## src/rtl/rbus_inject_pkg.sv

```systemverilog
// Shared ring-bus definitions: signal bundle width, bit positions,
// ID/address widths and the FIFO entry layout.
package rbus_inject_pkg;

  localparam int RBUS_WIDTH  = 16;
  localparam int RBUS_USED   = 0;
  localparam int RBUS_SECOND = 1;
  localparam int ID_W        = 10;
  localparam int ADDR_W      = 37;
  localparam int CNT_W       = 5;

  typedef logic [RBUS_WIDTH-1:0] rbus_sig_t;
  typedef logic [ID_W-1:0]       rbus_id_t;
  typedef logic [ADDR_W-1:0]     rbus_addr_t;
  typedef logic [CNT_W-1:0]      rbus_cnt_t;

  typedef struct packed {
    rbus_sig_t  signals;
    rbus_id_t   dst;
    rbus_addr_t address;
  } rbus_entry_t;

  // An injected request always occupies its ring slot.
  function automatic rbus_sig_t force_used(rbus_sig_t s);
    rbus_sig_t r;
    r            = s;
    r[RBUS_USED] = 1'b1;
    return r;
  endfunction

endpackage

```

## src/rtl/rbus_inject_if.sv

```systemverilog
// Ring-stop input port: handshake plus the request payload presented
// by the injection stage.
interface rbus_inject_if;
  import rbus_inject_pkg::*;

  logic       rbus_rdyOut;
  logic       rbus_rdyIn;
  rbus_sig_t  rbusOut_signals;
  rbus_id_t   rbusOut_src_req;
  rbus_id_t   rbusOut_dst_req;
  rbus_addr_t rbusOut_address;

  modport master (
    output rbus_rdyOut,
    output rbusOut_signals,
    output rbusOut_src_req,
    output rbusOut_dst_req,
    output rbusOut_address,
    input  rbus_rdyIn
  );

  modport slave (
    input  rbus_rdyOut,
    input  rbusOut_signals,
    input  rbusOut_src_req,
    input  rbusOut_dst_req,
    input  rbusOut_address,
    output rbus_rdyIn
  );

endinterface

```

## src/rtl/rbus_inject_fifo.sv

```systemverilog
// Register FIFO holding queued tile requests; the head entry is read
// straight from storage (no bypass path).
module rbus_inject_fifo
  import rbus_inject_pkg::*;
#(
  parameter int DEPTH = 4
) (
  input  logic        clk,
  input  logic        rst,
  input  logic        push,
  input  rbus_entry_t wr_data,
  input  logic        pop,
  output rbus_entry_t head,
  output rbus_cnt_t   cnt
);

  localparam int PTR_W = (DEPTH > 1) ? $clog2(DEPTH) : 1;

  typedef logic [PTR_W-1:0] ptr_t;

  rbus_entry_t mem [DEPTH];
  ptr_t        wr_ptr;
  ptr_t        rd_ptr;

  // Storage is cleared on reset so the head never carries X into the bus outputs.
  always_ff @(posedge clk or negedge rst) begin
    if (!rst) begin
      for (int i = 0; i < DEPTH; i++) mem[i] <= '0;
    end else if (push) begin
      mem[wr_ptr] <= wr_data;
    end
  end

  // Pointers wrap naturally since DEPTH is a power of two.
  always_ff @(posedge clk or negedge rst) begin
    if (!rst) begin
      wr_ptr <= '0;
      rd_ptr <= '0;
    end else begin
      if (push) wr_ptr <= wr_ptr + ptr_t'(1);
      if (pop)  rd_ptr <= rd_ptr + ptr_t'(1);
    end
  end

  // Occupancy: push and pop together leave it unchanged.
  always_ff @(posedge clk or negedge rst) begin
    if (!rst) begin
      cnt <= '0;
    end else begin
      case ({push, pop})
        2'b10:   cnt <= cnt + rbus_cnt_t'(1);
        2'b01:   cnt <= cnt - rbus_cnt_t'(1);
        default: cnt <= cnt;
      endcase
    end
  end

  assign head = mem[rd_ptr];

endmodule

```

## src/rtl/rbus_inject.sv

```systemverilog
// Tile-side injection stage in front of one ring-stop input port.
// Queues requests, presents the head when a credit is available and
// tracks outstanding requests returned by resp_done.
module rbus_inject
  import rbus_inject_pkg::*;
#(
  parameter logic [4:0] ID        = 5'd0,
  parameter int         DEPTH     = 4,
  parameter int         MAX_OUTST = 8
) (
  input  logic       clk,
  input  logic       rst,
  input  logic       req_valid,
  input  rbus_sig_t  req_signals,
  input  rbus_id_t   req_dst,
  input  rbus_addr_t req_address,
  output logic       req_stall,
  input  logic       resp_done,
  output rbus_cnt_t  fifo_cnt,
  output rbus_cnt_t  outst_cnt,
  output logic       err_underflow,
  rbus_inject_if.master ring
);

  logic        push;
  logic        pop;
  logic        credit_ok;
  rbus_entry_t wr_entry;
  rbus_entry_t head;

  assign wr_entry.signals = req_signals;
  assign wr_entry.dst     = req_dst;
  assign wr_entry.address = req_address;

  // Both handshake qualifiers come from registered counts only, so
  // rbus_rdyOut never loops back through rbus_rdyIn.
  assign req_stall   = (fifo_cnt == rbus_cnt_t'(DEPTH));
  assign credit_ok   = (outst_cnt < rbus_cnt_t'(MAX_OUTST));
  assign push        = req_valid & ~req_stall;
  assign ring.rbus_rdyOut = (fifo_cnt != '0) & credit_ok;
  assign pop         = ring.rbus_rdyOut & ring.rbus_rdyIn;

  rbus_inject_fifo #(
    .DEPTH (DEPTH)
  ) u_fifo (
    .clk     (clk),
    .rst     (rst),
    .push    (push),
    .wr_data (wr_entry),
    .pop     (pop),
    .head    (head),
    .cnt     (fifo_cnt)
  );

  assign ring.rbusOut_signals = force_used(head.signals);
  assign ring.rbusOut_src_req = {5'b0, ID};
  assign ring.rbusOut_dst_req = head.dst;
  assign ring.rbusOut_address = head.address;

  // Credit counter: a pop consumes a credit, resp_done returns one;
  // both together cancel out.
  always_ff @(posedge clk or negedge rst) begin
    if (!rst) begin
      outst_cnt <= '0;
    end else if (pop && !resp_done) begin
      outst_cnt <= outst_cnt + rbus_cnt_t'(1);
    end else if (!pop && resp_done && (outst_cnt != '0)) begin
      outst_cnt <= outst_cnt - rbus_cnt_t'(1);
    end
  end

  // A completion with nothing outstanding is a tile protocol error; held until reset.
  always_ff @(posedge clk or negedge rst) begin
    if (!rst) begin
      err_underflow <= 1'b0;
    end else if (resp_done && !pop && (outst_cnt == '0)) begin
      err_underflow <= 1'b1;
    end
  end

endmodule

```

## src/flat_wrapper.sv

```systemverilog
// flat-port wrapper written by rule: the top's interface ports become plain ports
module rbus_inject_flat import rbus_inject_pkg::*;
#(
  parameter logic [4:0] ID        = 5'd0,
  parameter int         DEPTH     = 4,
  parameter int         MAX_OUTST = 8
)
  (clk, rst, req_valid, req_signals, req_dst, req_address, req_stall, resp_done, fifo_cnt, outst_cnt, err_underflow, ring_rbus_rdyOut, ring_rbusOut_signals, ring_rbusOut_src_req, ring_rbusOut_dst_req, ring_rbusOut_address, ring_rbus_rdyIn);
  rbus_inject_if ring_i ();
  input  logic clk;
  input  logic rst;
  input  logic req_valid;
  input  rbus_sig_t req_signals;
  input  rbus_id_t req_dst;
  input  rbus_addr_t req_address;
  output logic req_stall;
  input  logic resp_done;
  output rbus_cnt_t fifo_cnt;
  output rbus_cnt_t outst_cnt;
  output logic err_underflow;
  output wire logic [$bits(ring_i.rbus_rdyOut)-1:0] ring_rbus_rdyOut;
  output wire logic [$bits(ring_i.rbusOut_signals)-1:0] ring_rbusOut_signals;
  output wire logic [$bits(ring_i.rbusOut_src_req)-1:0] ring_rbusOut_src_req;
  output wire logic [$bits(ring_i.rbusOut_dst_req)-1:0] ring_rbusOut_dst_req;
  output wire logic [$bits(ring_i.rbusOut_address)-1:0] ring_rbusOut_address;
  input wire logic [$bits(ring_i.rbus_rdyIn)-1:0] ring_rbus_rdyIn;
  assign ring_rbus_rdyOut = ring_i.rbus_rdyOut;
  assign ring_rbusOut_signals = ring_i.rbusOut_signals;
  assign ring_rbusOut_src_req = ring_i.rbusOut_src_req;
  assign ring_rbusOut_dst_req = ring_i.rbusOut_dst_req;
  assign ring_rbusOut_address = ring_i.rbusOut_address;
  assign ring_i.rbus_rdyIn = ring_rbus_rdyIn;
  rbus_inject #(.ID(ID), .DEPTH(DEPTH), .MAX_OUTST(MAX_OUTST)) u_core (.clk(clk), .rst(rst), .req_valid(req_valid), .req_signals(req_signals), .req_dst(req_dst), .req_address(req_address), .req_stall(req_stall), .resp_done(resp_done), .fifo_cnt(fifo_cnt), .outst_cnt(outst_cnt), .err_underflow(err_underflow), .ring(ring_i));
endmodule
```

## config.mk

```make
export PLATFORM = sky130hd
export DESIGN_NAME = rbus_inject_flat
export DESIGN_NICKNAME = d
export VERILOG_FILES = /design/src/rtl/rbus_inject_pkg.sv /design/src/rtl/rbus_inject_if.sv /design/src/rtl/rbus_inject_fifo.sv /design/src/rtl/rbus_inject.sv /design/src/flat_wrapper.sv
export SDC_FILE = /design/constraint.sdc
export NUM_CORES = 1
export LEC_CHECK = 0
export ABC_AREA = 1
export BUFFER_PORTS_ARGS = -buffer_cell sky130_fd_sc_hd__buf_4
export CORE_MARGIN = 2
export CORE_UTILIZATION = 35
export DETAILED_ROUTE_END_ITERATION = 8
export PLACE_DENSITY_LB_ADDON = 0.12
export SLEW_MARGIN = 40
export SYNTH_ARGS = -nofsm -noshare
export SYNTH_HDL_FRONTEND = slang
export SYNTH_HIERARCHICAL = 1
export SYNTH_SLANG_ARGS = --single-unit
```

## constraint.sdc

```tcl
create_clock -name clk -period 3.64 [get_ports clk]
set_input_delay 0.728 -clock clk [delete_from_list [all_inputs] [get_ports clk]]
set_output_delay 0.728 -clock clk [all_outputs]
set_load 0.1 [all_outputs]
```

# Word-level counts from Yosys, hierarchy flattened
# Index checks and enable logic that the tools add are counted.
totals:
  reg_bits: 267
  inputBits: 68
  output_inout_bits: 86
  word_cells: 57
classes:
  n_addsub: 6
  order_cmp: 4
  n_eq_ne: 3
  mux: 9
  n_bitwise: 6
  reduce_logical: 12
ops:
  columns: ["op", "n"]
  rows:
  - ["bitwise mux 252 bit", 1]
  - ["2-to-1 mux 63 bit", 3]
  - ["binary-select mux 63 bit (select 2 bit)", 1]
  - ["demux 63 bit (select 2 bit)", 1]
  - ["adder 5 x 1 -> 5 bit, second input constant", 2]
  - ["2-to-1 mux 5 bit", 2]
  - ["one-hot mux 5 bit (2 select lines)", 1]
  - ["nonzero test 5 bit", 2]
  - ["subtractor 5 x 1 -> 5 bit, second input constant", 2]
  - [">= comparator 3 bit, second input constant", 2]
  - ["NOT 2 -> 3 bit", 2]
  - ["equality test 5 x 3 -> 1 bit, second input constant", 1]
  - ["logical AND 1 bit", 5]
  - ["zero test 5 bit", 1]
  - ["less-than comparator 5 x 4 -> 1 bit, second input constant", 1]
  - ["adder 2 x 1 -> 2 bit, second input constant", 2]
  - ["nonzero test 2 bit", 2]
  - ["AND 1 bit", 3]
  - ["less-than comparator 3 x 1 -> 1 bit, second input constant", 1]
  - ["equality test 2 x 1 -> 1 bit, second input constant", 1]
  - ["equality test 2 bit, second input constant", 1]
  - ["zero test 1 bit", 2]
  - ["NOT 1 bit", 1]

# Depth between registers and ports, before layout
depth:
  word_depth: 8
  ltp_mapped: 18
  depth_no_buf: 17

# Cells and area by module
# Netlist, hierarchy kept.
by_module_without_submodules:
  columns: ["module", "n_inst", "cells_each", "area_per_inst_um2", "seq_area_each_um2"]
  rows:
  - ["rbus_inject_fifo", 1, 1302, 11354.6, 6531.3]
  - ["rbus_inject", 1, 74, 615.6, 150.1]

# Least setup slack after synthesis
# OpenSTA, ideal clock, no wires.
synth_timing:
  kind: "register -> output"
  start: "register u_core.u_fifo.cnt[2]"
  end: "output req_stall"
  arrival_time_ns: 2.490
  required_ns: 2.912
  setup_slack_ns: 0.422
  stages_incl_launch_ff: 3
  n_path_buf: 0
  path_cell_list: "dfrtp_1 > inv_1 > nor2_1"
synth_between:
  elab_chain_cells: 1
synth_rtl:
  columns: ["element", "line_no", "source"]
  rows:
  - ["from (decl)", "rbus_inject_fifo.sv:14", "output rbus_cnt_t cnt"]
  - ["from (signal assigned)", "rbus_inject_fifo.sv:51", "2'b10: cnt <= cnt + rbus_cnt_t'(1);"]
  - ["from (signal assigned)", "rbus_inject_fifo.sv:52", "2'b01: cnt <= cnt - rbus_cnt_t'(1);"]
  - ["from (signal assigned)", "rbus_inject_fifo.sv:53", "default: cnt <= cnt;"]
  - ["equality test 5 x 3 -> 1 bit", "rbus_inject.sv:37", "assign req_stall = (fifo_cnt == rbus_cnt_t'(DEPTH));"]
  - ["to (decl)", "flat_wrapper.sv:16", "output logic req_stall;"]
# No other way between the ends.

# Worst setup path in the final report
layout_timing:
  start: "register u_core.u_fifo.rd_ptr[1]"
  end: "output ring_rbusOut_address[3]"
layout_between:
  elab_chain_cells: 4
layout_rtl:
  columns: ["element", "line_no", "source"]
  rows:
  - ["from (decl)", "rbus_inject_fifo.sv:23", "ptr_t rd_ptr;"]
  - ["from (signal assigned)", "rbus_inject_fifo.sv:41", "if (pop) rd_ptr <= rd_ptr + ptr_t'(1);"]
  - ["NOT 2 -> 3 bit (implied by the code)", "rbus_inject_fifo.sv:58", "assign head = mem[rd_ptr];"]
  - ["binary-select mux 63 bit (select 2 bit)", "rbus_inject_fifo.sv:58", null]
  - ["2-to-1 mux 63 bit (implied by the code) (2 in series)", "rbus_inject_fifo.sv:58", null]
  - ["to (decl)", "flat_wrapper.sv:25", "output wire logic [$bits(ring_i.rbusOut_address)-1:0] ring_rbusOut_address;"]
# No other way between the ends. The select of a mux whose other input is x is not followed.

==> run metrics <==
status finished clean; final non-filler cell total 1,925; row cnt 67; Synth Warn # 6; # setup viols final 0; Final #Nets 1,532; CTS Buffer Depth 3; RSZ-0062 raised after global routing false; worst reg2reg setup slack roughly 1.2 ns; initial antenna violation count 0; DRT Wirelength 29,900 µm; largest net degree at the start of global routing 127; Die Span Y 188 µm; post-route minimum period 3.33 ns; DRT Pass-1 Iters 5; setup repair bufs after CTS 0; H-tree levels 1; fillcell total 3,440; Worst EP required 2.91 ns; Max-cap violations 0; Worst Max-Slew Pin Slew 0.803 ns; Worst Hold Slack 0.0133 ns; clk slew on worst S/H paths 0.06 ns; Avg Cell Area, Syn 8.69 µm²; die width 188 µm; vias in the first global route roughly 9,300; CTS tree built; Final TNS setup 0 ns; Placer Congestion 0.743; Final Util approximately 42%; CTS Hold Buffers Added 0; Critical Path Start Type register; post-synth design cell area approximately 12,000 µm²; skew final 0.0195 ns; Initial Utilization between 30% and 40%; placed wire-length estimate 17,100 µm; area grow syn2layout 19.9%; Final period util about nine tenths; CTS Buf Count 30; CORE AREA 33,400 µm²; WP data arrival 2.60 ns; I/O pins 154; Fin. Hold Viols 0; DR iter-0 viols about 560; Slew headroom 46.4%; Final Max Tran Viols 0; Sink Count roughly 260; first-pass GRT wire length between 50,000 and 60,000 µm; number of I/O port buffers between 100 and 150; CP endpoint kind primary output; drt drc 0; Root Buffer Master clkbuf_16; Inst Count DP 1,868; cells after synthesis 1,358; post-route ant nets 0; Crit Path Max Fanout 35; total track usage 17.3%; Worst Setup Path Type register to primary output; ant diodes 0; vias 9,279; via/cell ratio 4.82; HP Class input pin to asynchronous set/reset pin; multi-input gate area in the final layout around 4300 µm²; die area about 35,000 µm²; register area between 6000 and 7000 µm²; layout cell share with drive strength beyond 1 15.3%; clock latency on the worst-skew pair 0.56 ns; Fmax achieved between 0.3 and 0.4 GHz; Routed wire per std cell roughly 16 µm; grt ovf 0; post_cts resized 0
cells in the final DEF, fill, tap and decap left out:
cell type	count
buf_8	1
o22ai_1	62
clkinv_8	1
a21oi_1	3
ha_1	10
inv_4	1
nand3_2	2
fa_1	1
xnor2_1	3
nand3_4	2
o21ai_0	368
clkinv_2	7
o21ai_1	13
buf_4	146
nand2_4	5
nand3_1	10
dfrtp_2	1
clkbuf_8	9
inv_2	1
nor2_4	3
inv_1	85
clkinvlp_4	1
xor2_2	1
dfrtp_1	261
conb_1	11
buf_12	10
nor2_1	128
clkbuf_1	7
clkbuf_16	30
nand2_1	284
bufinv_16	1
dfrtp_4	1
xor2_1	4
o21bai_1	1
buf_16	1
nand4_4	1
inv_8	1
flip-flops by register name, indices dropped and copies added, names as in the netlist:
| register | count |
|---|---|
| u_core/u_fifo/wr_ptr | 2 |
| u_core/u_fifo/mem | 248 |
| u_core/u_fifo/rd_ptr | 2 |
| u_core/u_fifo/cnt | 5 |
| u_core/outst_cnt | 5 |
| u_core/err_underflow | 1 |
worst max-delay path, cell delays in order, from the launching register on:
cell and delay [ns]:
dfrtp_2 0.89, buf_4 0.40, o21ai_0 0.13, o22ai_1 0.28
buf_4 0.35
cell type report:
cell class | count | area share (%)
well taps | 448 | 3.96
flip-flops and latches | 263 | 46.5
clock inverters | 10 | 0.672
repair buffers | 158 | 9.45
clock buffers | 46 | 6.36
multi-input cells | 912 | 30.7
inverters | 88 | 2.36
per-layer routing:
layer / wire length [µm] / GRT usage [%] / vias to the layer above
met1: 14500 / 24.4 / 4431
met3: 1420 / 2.47 / 31
li1: - / - / 4648
met5: 0 / 0 / -
met2: 13600 / 28.7 / 169
met4: 414 / 3.24 / 0
per-stage QoR:
step | instance area (µm²) | worst slack [ns]
floorplan | 11800 | 0.422
global placement | 13100 | 0.886
detailed placement | 13100 | 0.839
CTS | 14100 | 0.238
global route | 14200 | 0.168
finish | 14200 | 0.310
worst paths after layout:
check	from	endpoint	cells past startpoint
max	u_core/u_fifo/rd_ptr[1]	ring_rbusOut_address[3]	4
min	rst	u_core/u_fifo/mem[239]	1
min reg2reg	u_core/u_fifo/mem[85]	u_core/u_fifo/mem[85]	2
max in group asynchronous	rst	u_core/u_fifo/mem[25]	3
min in group clk	resp_done	u_core/err_underflow	3
max reg2reg	u_core/u_fifo/cnt[4]	u_core/u_fifo/cnt[4]	17
Power is left out: the tool's default activity adds up to more than one toggle a clock period on the data nets, which glitch-free logic cannot reach.
